--- config.mk ---
export PLATFORM = sky130hd
export DESIGN_NAME = apb_master
export DESIGN_NICKNAME = d
export VERILOG_FILES = /design/src/rtl/apb_master.sv
export SDC_FILE = /design/constraint.sdc
export NUM_CORES = 1
export LEC_CHECK = 0
export CAP_MARGIN = 20
export CORE_MARGIN = 8
export CORE_UTILIZATION = 46
export DETAILED_ROUTE_END_ITERATION = 6
export PLACE_DENSITY = 0.84
export SLEW_MARGIN = 20
export SYNTH_ARGS = -nofsm -noshare
export SYNTH_HDL_FRONTEND = slang
export SYNTH_SLANG_ARGS = --single-unit
--- constraint.sdc ---
create_clock -name PCLK -period 3.5 [get_ports PCLK]
set_input_delay 0.875 -clock PCLK [delete_from_list [all_inputs] [get_ports PCLK]]
set_output_delay 0.875 -clock PCLK [all_outputs]
set_load 0.01 [all_outputs]
--- src/rtl/apb_master.sv ---
// APB requester: takes single commands on a valid/ready port, runs them through
// IDLE -> SETUP -> ACCESS and returns a buffered response, with a PREADY timeout.
module apb_master #(
  parameter int AWIDTH  = 4,
  parameter int DWIDTH  = 8,
  parameter int TIMEOUT = 15
) (
  input  logic              PCLK,
  input  logic              PRESET,
  input  logic              cmd_valid,
  output logic              cmd_ready,
  input  logic              cmd_write,
  input  logic [AWIDTH-1:0] cmd_addr,
  input  logic [DWIDTH-1:0] cmd_wdata,
  output logic              rsp_valid,
  input  logic              rsp_ready,
  output logic [DWIDTH-1:0] rsp_rdata,
  output logic              rsp_err,
  output logic              rsp_timeout,
  output logic              PSEL,
  output logic              PENABLE,
  output logic              PWRITE,
  output logic [AWIDTH-1:0] PADDR,
  output logic [DWIDTH-1:0] PWDATA,
  input  logic [DWIDTH-1:0] PRDATA,
  input  logic              PREADY,
  input  logic              PSLVERR
);

  typedef enum logic [1:0] {IDLE, SETUP, ACCESS, RESP} state_t;

  state_t     state;
  state_t     state_next;
  logic [7:0] wait_count;
  logic       accept;
  logic       rsp_done;
  logic       timed_out;

  assign accept    = cmd_valid && cmd_ready;
  assign rsp_done  = rsp_valid && rsp_ready;
  assign timed_out = !PREADY && (wait_count == 8'(TIMEOUT - 1));

  always_ff @(posedge PCLK) begin
    if (PRESET) state <= IDLE;
    else        state <= state_next;
  end

  always_comb begin
    state_next = state;
    case (state)
      IDLE:    if (accept) state_next = SETUP;
      SETUP:   state_next = ACCESS;
      ACCESS:  if (PREADY || timed_out) state_next = RESP;
      RESP:    if (rsp_done) state_next = IDLE;
      default: state_next = IDLE;
    endcase
  end

  // Handshake and bus strobes are registered from the next state so they come
  // out glitch-free and stay low for the whole reset, rising one cycle after it.
  always_ff @(posedge PCLK) begin
    if (PRESET) begin
      cmd_ready   <= 1'b0;
      PSEL        <= 1'b0;
      PENABLE     <= 1'b0;
      PWRITE      <= 1'b0;
      PADDR       <= '0;
      PWDATA      <= '0;
      rsp_valid   <= 1'b0;
      rsp_rdata   <= '0;
      rsp_err     <= 1'b0;
      rsp_timeout <= 1'b0;
      wait_count  <= '0;
    end else begin
      cmd_ready <= (state_next == IDLE);
      PSEL      <= (state_next == SETUP) || (state_next == ACCESS);
      PENABLE   <= (state_next == ACCESS);
      rsp_valid <= (state_next == RESP);

      if (accept) begin
        PWRITE <= cmd_write;
        PADDR  <= cmd_addr;
        PWDATA <= cmd_wdata;
      end

      if (state == ACCESS && state_next == ACCESS) wait_count <= wait_count + 8'd1;
      else                                         wait_count <= '0;

      // PREADY on the final counted edge still completes normally.
      if (state == ACCESS && PREADY) begin
        rsp_rdata   <= PWRITE ? '0 : PRDATA;
        rsp_err     <= PSLVERR;
        rsp_timeout <= 1'b0;
      end else if (state == ACCESS && timed_out) begin
        rsp_rdata   <= '0;
        rsp_err     <= 1'b1;
        rsp_timeout <= 1'b1;
      end
    end
  end

endmodule
==> run metrics, run 1 <==
largest net degree at the start of global routing 25; core area 2980 µm²; Least-Margin Pin Slew 0.488 ns; Post-Syn Nets 181; Critical Path Start Type primary input; Final GP Congestion 0.723; Crit path arrival time 2.80 ns; slew margin rel. 0.673; fraction of final layout cells with drive strength greater than 1 0.0585; global-route wire length before repair 6.12 mm; power density over cell area 392 nW/µm²; Post-Route WL 3.48 mm; time the worst path needs with I/O delays and setup 2.57 ns; endpoint required time on the critical path 3.73 ns; Worst path top cell family by delay simple AND/OR/NAND/NOR gates; count of distinct cell types in the synthesized netlist 29; post-synth top area cell sky130_fd_sc_hd__dfxtp_1; Syn Area/Cell 9.39 µm²; leak pwr 0.727 nW; Total Routing Usage GR 0.150; HP Class flip-flop to flip-flop; total negative setup slack 0 ns; endpoint type of the worst setup path flip-flop; number of global-route vias before repair 1,268; final hold violation count 0; Slowest Stage Delay on Critical Path 0.48 ns; max-cap viol count 0; flip-flop and latch count after synthesis 37; first-pass detailed-route iteration total 4; number of max-slew violations in the final report 0; final routed DRC violation total 0; fraction of the cycle the final worst path needs 0.734; boundary pin count 54; cts-stage hold buffer count 0; Die Wd 71.1 µm; die outline area 5060 µm²; detailed-route wire length per cell 14.6 µm; count of buffers from port buffering 53; number of warnings reported in the yosys synthesis log 0; Slowest-stage cell, CP sky130_fd_sc_hd__clkdlybuf4s50_1; clock skew after layout 0.00783 ns; Starting Density 0.470; maximum operating frequency 389 MHz; violation count after the first detailed-routing iteration 75; library cell appearing most often on the critical path sky130_fd_sc_hd__nand2_1; layout net count 238; setup-violating endpoint count in the final report 0; detailed placement HPWL 2.72 mm; count of clock tree sinks 37; total of cells resized after clock tree synthesis 0; buffer and inverter count on the worst path 1; antenna diode count 0; Mapped Cells 149; height of the die 71.1 µm; Worst Setup Path Type primary input to flip-flop; power consumption 0.786 mW; largest cells by area after synthesis sky130_fd_sc_hd__dfxtp_1 53%, sky130_fd_sc_hd__nand2_1 8.6%, sky130_fd_sc_hd__a21oi_1 5.7%; unrepaired setup endpoints after global routing no; count of buffers added by post-CTS timing repair for setup 0; maximum fanout along the worst path 14; cell chain of the critical path clkdlybuf4s50_1 > and2_1 > nand2_1 > and3_1 > ha_1 > nor2b_1 > nand2_1 > nor2_1; cell row count 20; total number of H-tree levels 2; vias 1,242; Clock Pin Slew Worst Setup and Hold Paths 0.10 ns; status complete, no violations; minimum hold slack 0.457 ns; library cell used as clock root buffer sky130_fd_sc_hd__clkbuf_4; sum of overflow across all layers after global routing 0; antenna violations before repair 0; vias per std cell 5.22; deepest clock path buffer count 2; layout-stage area growth over the synthesis result 43.4%; clock tree from TritonCTS yes; Skew-Pair Late Insertion Delay 0.34 ns; Seq/Total Area, Yosys 0.530; number of buffers added by the clock tree synthesis step 5; Antenna Nets Post-Route 0; largest voltage drop on the vdd net 0.264 mV; top-area cell type share of the netlist area 0.530; Syn Std Cell Area 1400 µm²
metrics by stage:
step,instance area (µm²),util,setup slack (ns),std cells
floorplan,1400,-,1.45,149
global placement,1960,0.659,0.671,232
detailed placement,1960,0.659,0.561,232
CTS,2010,0.674,0.931,238
global route,2010,0.674,0.728,238
finish,2010,0.674,0.931,238
path summary, 6_finish.rpt:
kind                                  from                  endpoint  slack [ns]  cells after the start
setup reg to reg  wait_count[1]$_SDFF_PP0_  wait_count[2]$_SDFF_PP0_        1.49                      8
setup / recovery                 cmd_valid  wait_count[2]$_SDFF_PP0_        0.93                      8
hold / removal       PADDR[3]$_SDFFE_PP0P_     PADDR[3]$_SDFFE_PP0P_        0.46                      2
hold reg to reg      PADDR[3]$_SDFFE_PP0P_     PADDR[3]$_SDFFE_PP0P_        0.46                      2
report_power, final:
group,switching (mW),leakage [nW],internal [mW]
clock network,0.129,0.0269,0.0696
registers,0.0127,0.300,0.441
logic,0.0566,0.399,0.0777
kinds of logic after synthesis:
family | synth area share
flops | 0.530
compound gates | 0.162
simple gates | 0.226
fa+ha+maj | 0.0447
xor+xnor | 0.0188
buf+inv | 0.0188
layer usage:
| layer | track usage | part of all wire |
|---|---|---|
| met1 | 0.167 | 0.42 |
| met2 | 0.248 | 0.51 |
| met3 | 0.0650 | 0.064 |
| met4 | 0.0508 | 0.013 |
| met5 | 0 | 0 |
final cells by class:
| class | instances | area (µm²) |
|---|---|---|
| Fill cell | 245 | 972 |
| Clock inverter | 1 | 5.00 |
| Multi-Input combinational cell | 105 | 632 |
| Timing Repair Buffer | 54 | 538 |
| Tap cell | 33 | 41.3 |
| Clock buffer | 5 | 37.5 |
| Sequential cell | 37 | 741 |
| Inverter | 3 | 11.3 |
worst reg2reg max path: stages, from the launching register on:
cell and delay [ns]:
sky130_fd_sc_hd__dfxtp_1 0.43, sky130_fd_sc_hd__ha_1 0.17, sky130_fd_sc_hd__nor3b_2 0.25, sky130_fd_sc_hd__nand3_1 0.21
sky130_fd_sc_hd__and3_1 0.22, sky130_fd_sc_hd__ha_1 0.18, sky130_fd_sc_hd__nor2b_1 0.13, sky130_fd_sc_hd__nand2_1 0.23
sky130_fd_sc_hd__nor2_1 0.08
synthesized netlist by cell type:
cell type	n
sky130_fd_sc_hd__nor3b_2	1
sky130_fd_sc_hd__buf_1	1
sky130_fd_sc_hd__and3_1	1
sky130_fd_sc_hd__nand3b_1	2
sky130_fd_sc_hd__inv_1	3
sky130_fd_sc_hd__xnor2_1	1
sky130_fd_sc_hd__a211oi_1	1
sky130_fd_sc_hd__and4bb_1	1
sky130_fd_sc_hd__nand2_1	32
sky130_fd_sc_hd__o21ai_0	3
sky130_fd_sc_hd__nor2b_1	3
sky130_fd_sc_hd__o21bai_1	1
sky130_fd_sc_hd__a311oi_4	1
sky130_fd_sc_hd__a31oi_1	2
sky130_fd_sc_hd__nor3_2	1
sky130_fd_sc_hd__o31ai_1	1
sky130_fd_sc_hd__or3_1	3
sky130_fd_sc_hd__ha_1	5
sky130_fd_sc_hd__nor2_1	10
sky130_fd_sc_hd__nand4_1	1
sky130_fd_sc_hd__xor2_1	2
sky130_fd_sc_hd__and2_1	1
sky130_fd_sc_hd__and2b_4	1
sky130_fd_sc_hd__and3b_4	1
sky130_fd_sc_hd__clkbuf_1	3
sky130_fd_sc_hd__dfxtp_1	37
sky130_fd_sc_hd__a22o_1	8
sky130_fd_sc_hd__nand3_1	6
sky130_fd_sc_hd__a21oi_1	16
state kept, by name (all words and copies together), names as in the netlist:
name	count
rsp_err	1
rsp_rdata	8
PSEL	1
state	2
rsp_timeout	1
rsp_valid	1
PWDATA	8
wait_count	8
PWRITE	1
PENABLE	1
cmd_ready	1
PADDR	4
cell usage in the layout, fill, tap and decap left out, types with 2 or more instances in the layout:
cell	instances
sky130_fd_sc_hd__ha_1	5
sky130_fd_sc_hd__a21oi_1	16
sky130_fd_sc_hd__o21ai_0	3
sky130_fd_sc_hd__xor2_1	2
sky130_fd_sc_hd__clkdlybuf4s50_1	53
sky130_fd_sc_hd__nand2_1	32
sky130_fd_sc_hd__or3_1	3
sky130_fd_sc_hd__clkbuf_4	5
sky130_fd_sc_hd__inv_1	3
sky130_fd_sc_hd__a22o_1	8
sky130_fd_sc_hd__nand3b_1	2
sky130_fd_sc_hd__dfxtp_1	37
sky130_fd_sc_hd__nor2b_1	3
sky130_fd_sc_hd__nand3_1	6
sky130_fd_sc_hd__nor2_1	10
sky130_fd_sc_hd__a31oi_1	2
Note: power is estimated with default switching activity, not from simulation.
==> run 2, diff against run 1 <==
- CORE_UTILIZATION: 46 -> 42
- PLACE_DENSITY: 0.84 -> 0.77
- clock period: 3.5 -> 2.6 ns (I/O delays scaled with it)
==> run 2 against run 1 <==
Sequential power is 34% higher. Critical path depth unchanged. Utilization fell by 4.2 points.
==> run metrics, run 2 (synthesis gave the netlist of run 1 again) <==
startpoint of the worst register-to-register path wait_count[0]$_SDFF_PP0_ (was wait_count[1]$_SDFF_PP0_); detailed placement HPWL 2.88 mm (was 2.72 mm); power density over cell area 552 nW/µm² (was 392 nW/µm²); Post-Route WL 3.68 mm (was 3.48 mm); Total Routing Usage GR 0.137 (was 0.150); HP Class flip-flop to flip-flop (unchanged); time the worst path needs with I/O delays and setup 2.20 ns; die outline area 5430 µm² (was 5060 µm²); first-pass detailed-route iteration total 4 (unchanged); maximum fanout along the worst path 8 (was 14); endpoint required time on the critical path 2.87 ns (was 3.73 ns); unrepaired setup endpoints after global routing no (unchanged); cell row count 21 (was 20); slew margin rel. 0.668 (was 0.673); Starting Density 0.429 (was 0.470); setup-violating endpoint count in the final report 0 (unchanged); fraction of the cycle the final worst path needs 0.846; detailed-route wire length per cell 14.5 µm (was 14.6 µm); antenna violations before repair 0 (unchanged); Cell Count, Final, Fillers Out 254 (was 238); total cell area at the placement stage 1990 µm² (was 1960 µm²); Skew-Pair Late Insertion Delay 0.34 ns (about the same); total negative setup slack 0 ns (unchanged); largest registers PWDATA (8), rsp_rdata (8), wait_count (8) (unchanged); count of buffers from port buffering 53 (unchanged); layout net count 239 (was 238); Clock Pin Slew Worst Setup and Hold Paths 0.10 ns (about the same); capture instance of the worst register-to-register path wait_count[3]$_SDFF_PP0_ (was wait_count[2]$_SDFF_PP0_); count of clock tree sinks 37 (unchanged); core area 3260 µm² (was 2980 µm²); endpoint type of the worst setup path flip-flop (unchanged); status complete, no violations (unchanged); violation count after the first detailed-routing iteration 45 (was 75); number of buffers added by the clock tree synthesis step 5 (unchanged); clock tree from TritonCTS yes (unchanged); commonest cells after routing, fill and taps aside 53 x sky130_fd_sc_hd__clkdlybuf4s50_1, 37 x sky130_fd_sc_hd__dfxtp_1, 32 x sky130_fd_sc_hd__nand2_1 (unchanged); minimum hold slack 0.465 ns (was 0.457 ns); layout-stage area growth over the synthesis result 47.0% (was 43.4%); final design area excluding fillers 2060 µm² (was 2010 µm²); hold-critical path depth 2 (unchanged); cts-stage hold buffer count 0 (unchanged); count of buffers added by post-CTS timing repair for setup 0 (unchanged); global-route wire length before repair 5.66 mm (was 6.12 mm); vias 1,261 (was 1,242); height of the die 73.7 µm (was 71.1 µm); fraction of final layout cells with drive strength greater than 1 0.0721 (was 0.0585); maximum operating frequency 454 MHz; depth of the worst register-to-register path 9 (was 8); number of max-slew violations in the final report 0 (unchanged); Crit path arrival time 2.47 ns (was 2.80 ns); total of cells resized after clock tree synthesis 0 (unchanged); largest net degree at the start of global routing 16 (was 25); min-delay src PADDR[0]$_SDFFE_PP0P_ (was PADDR[3]$_SDFFE_PP0P_); Die Wd 73.7 µm (was 71.1 µm); Least-Margin Pin Slew 0.495 ns (was 0.488 ns); power consumption 1.14 mW (was 0.786 mW); leak pwr 0.746 nW (was 0.727 nW); Worst Setup Path Type primary input to flip-flop (unchanged); antenna diode count 0 (unchanged); Final GP Congestion 0.826 (was 0.723); clock skew after layout 0.0103 ns (was 0.00783 ns); end point of the most critical hold path PADDR[0]$_SDFFE_PP0P_ (was PADDR[3]$_SDFFE_PP0P_); final hold violation count 0 (unchanged); filler instances 293 (was 245); reg-to-reg setup timing slack 0.50 ns (was 1.49 ns); most common cell after layout, fill and taps aside sky130_fd_sc_hd__clkdlybuf4s50_1 (unchanged); boundary pin count 54 (unchanged); max-cap viol count 0 (unchanged); vias per std cell 4.96 (was 5.22); library cell used as clock root buffer sky130_fd_sc_hd__clkbuf_4 (unchanged); total number of H-tree levels 2 (unchanged); largest voltage drop on the vdd net 0.374 mV (was 0.264 mV); placed cell count 246 (was 232); final routed DRC violation total 0 (unchanged); deepest clock path buffer count 2 (unchanged); sum of overflow across all layers after global routing 0 (unchanged); number of global-route vias before repair 1,221 (was 1,268); Antenna Nets Post-Route 0 (unchanged); Critical Path Start Type primary input (unchanged)
[run 2: through the flow]
step                worst slack [ns]  utilization
floorplan                      0.779            -
global placement               0.183        0.610
detailed placement            0.0273        0.610
CTS                            0.407        0.631
global route                   0.290        0.631
finish                         0.400        0.631
[run 2: how the worst max path moves through the flow]
stage / start / to / cells after the start
after floorplan: PREADY / wait_count[5]$_SDFF_PP0_ / 7
after global placement: PREADY / wait_count[5]$_SDFF_PP0_ / 8
after detailed placement: PREADY / wait_count[7]$_SDFF_PP0_ / 8
after CTS: PREADY / wait_count[7]$_SDFF_PP0_ / 8
after global routing: PREADY / wait_count[7]$_SDFF_PP0_ / 8
final: PREADY / wait_count[7]$_SDFF_PP0_ / 8
[run 2: layer usage]
metal | global-route usage | share of wire | up-vias
met5 | 0 | 0 | -
li1 | - | - | 631
met3 | 0.0464 | 0.053 | 5
met4 | 0.0732 | 0.017 | 0
met1 | 0.150 | 0.42 | 595
met2 | 0.225 | 0.50 | 30
[run 2: power breakdown]
| part | switching (mW) | total [mW] | internal, mW |
|---|---|---|---|
| sequential | 0.0163 | 0.610 | 0.594 |
| clock | 0.182 | 0.338 | 0.157 |
| combinational | 0.0796 | 0.187 | 0.107 |
[run 2: critical path, cell delays in order]
cell and delay [ns]:
sky130_fd_sc_hd__clkdlybuf4s50_1 0.44, sky130_fd_sc_hd__and3b_4 0.21, sky130_fd_sc_hd__a31oi_1 0.23, sky130_fd_sc_hd__and3_1 0.23
sky130_fd_sc_hd__ha_1 0.15, sky130_fd_sc_hd__nor2b_1 0.17, sky130_fd_sc_hd__nand2_1 0.21, sky130_fd_sc_hd__a21oi_1 0.17
[run 2: layout make-up]
class                           count  area, µm²  area share
Tap cell                           46       57.6      0.0280
Timing Repair Buffer               55        546       0.265
Sequential cell                    37        741       0.360
Multi-Input combinational cell    105        632       0.307
Inverter                            3       11.3     0.00547
Clock buffer                        7       65.1      0.0316
Clock inverter                      1       5.00     0.00243
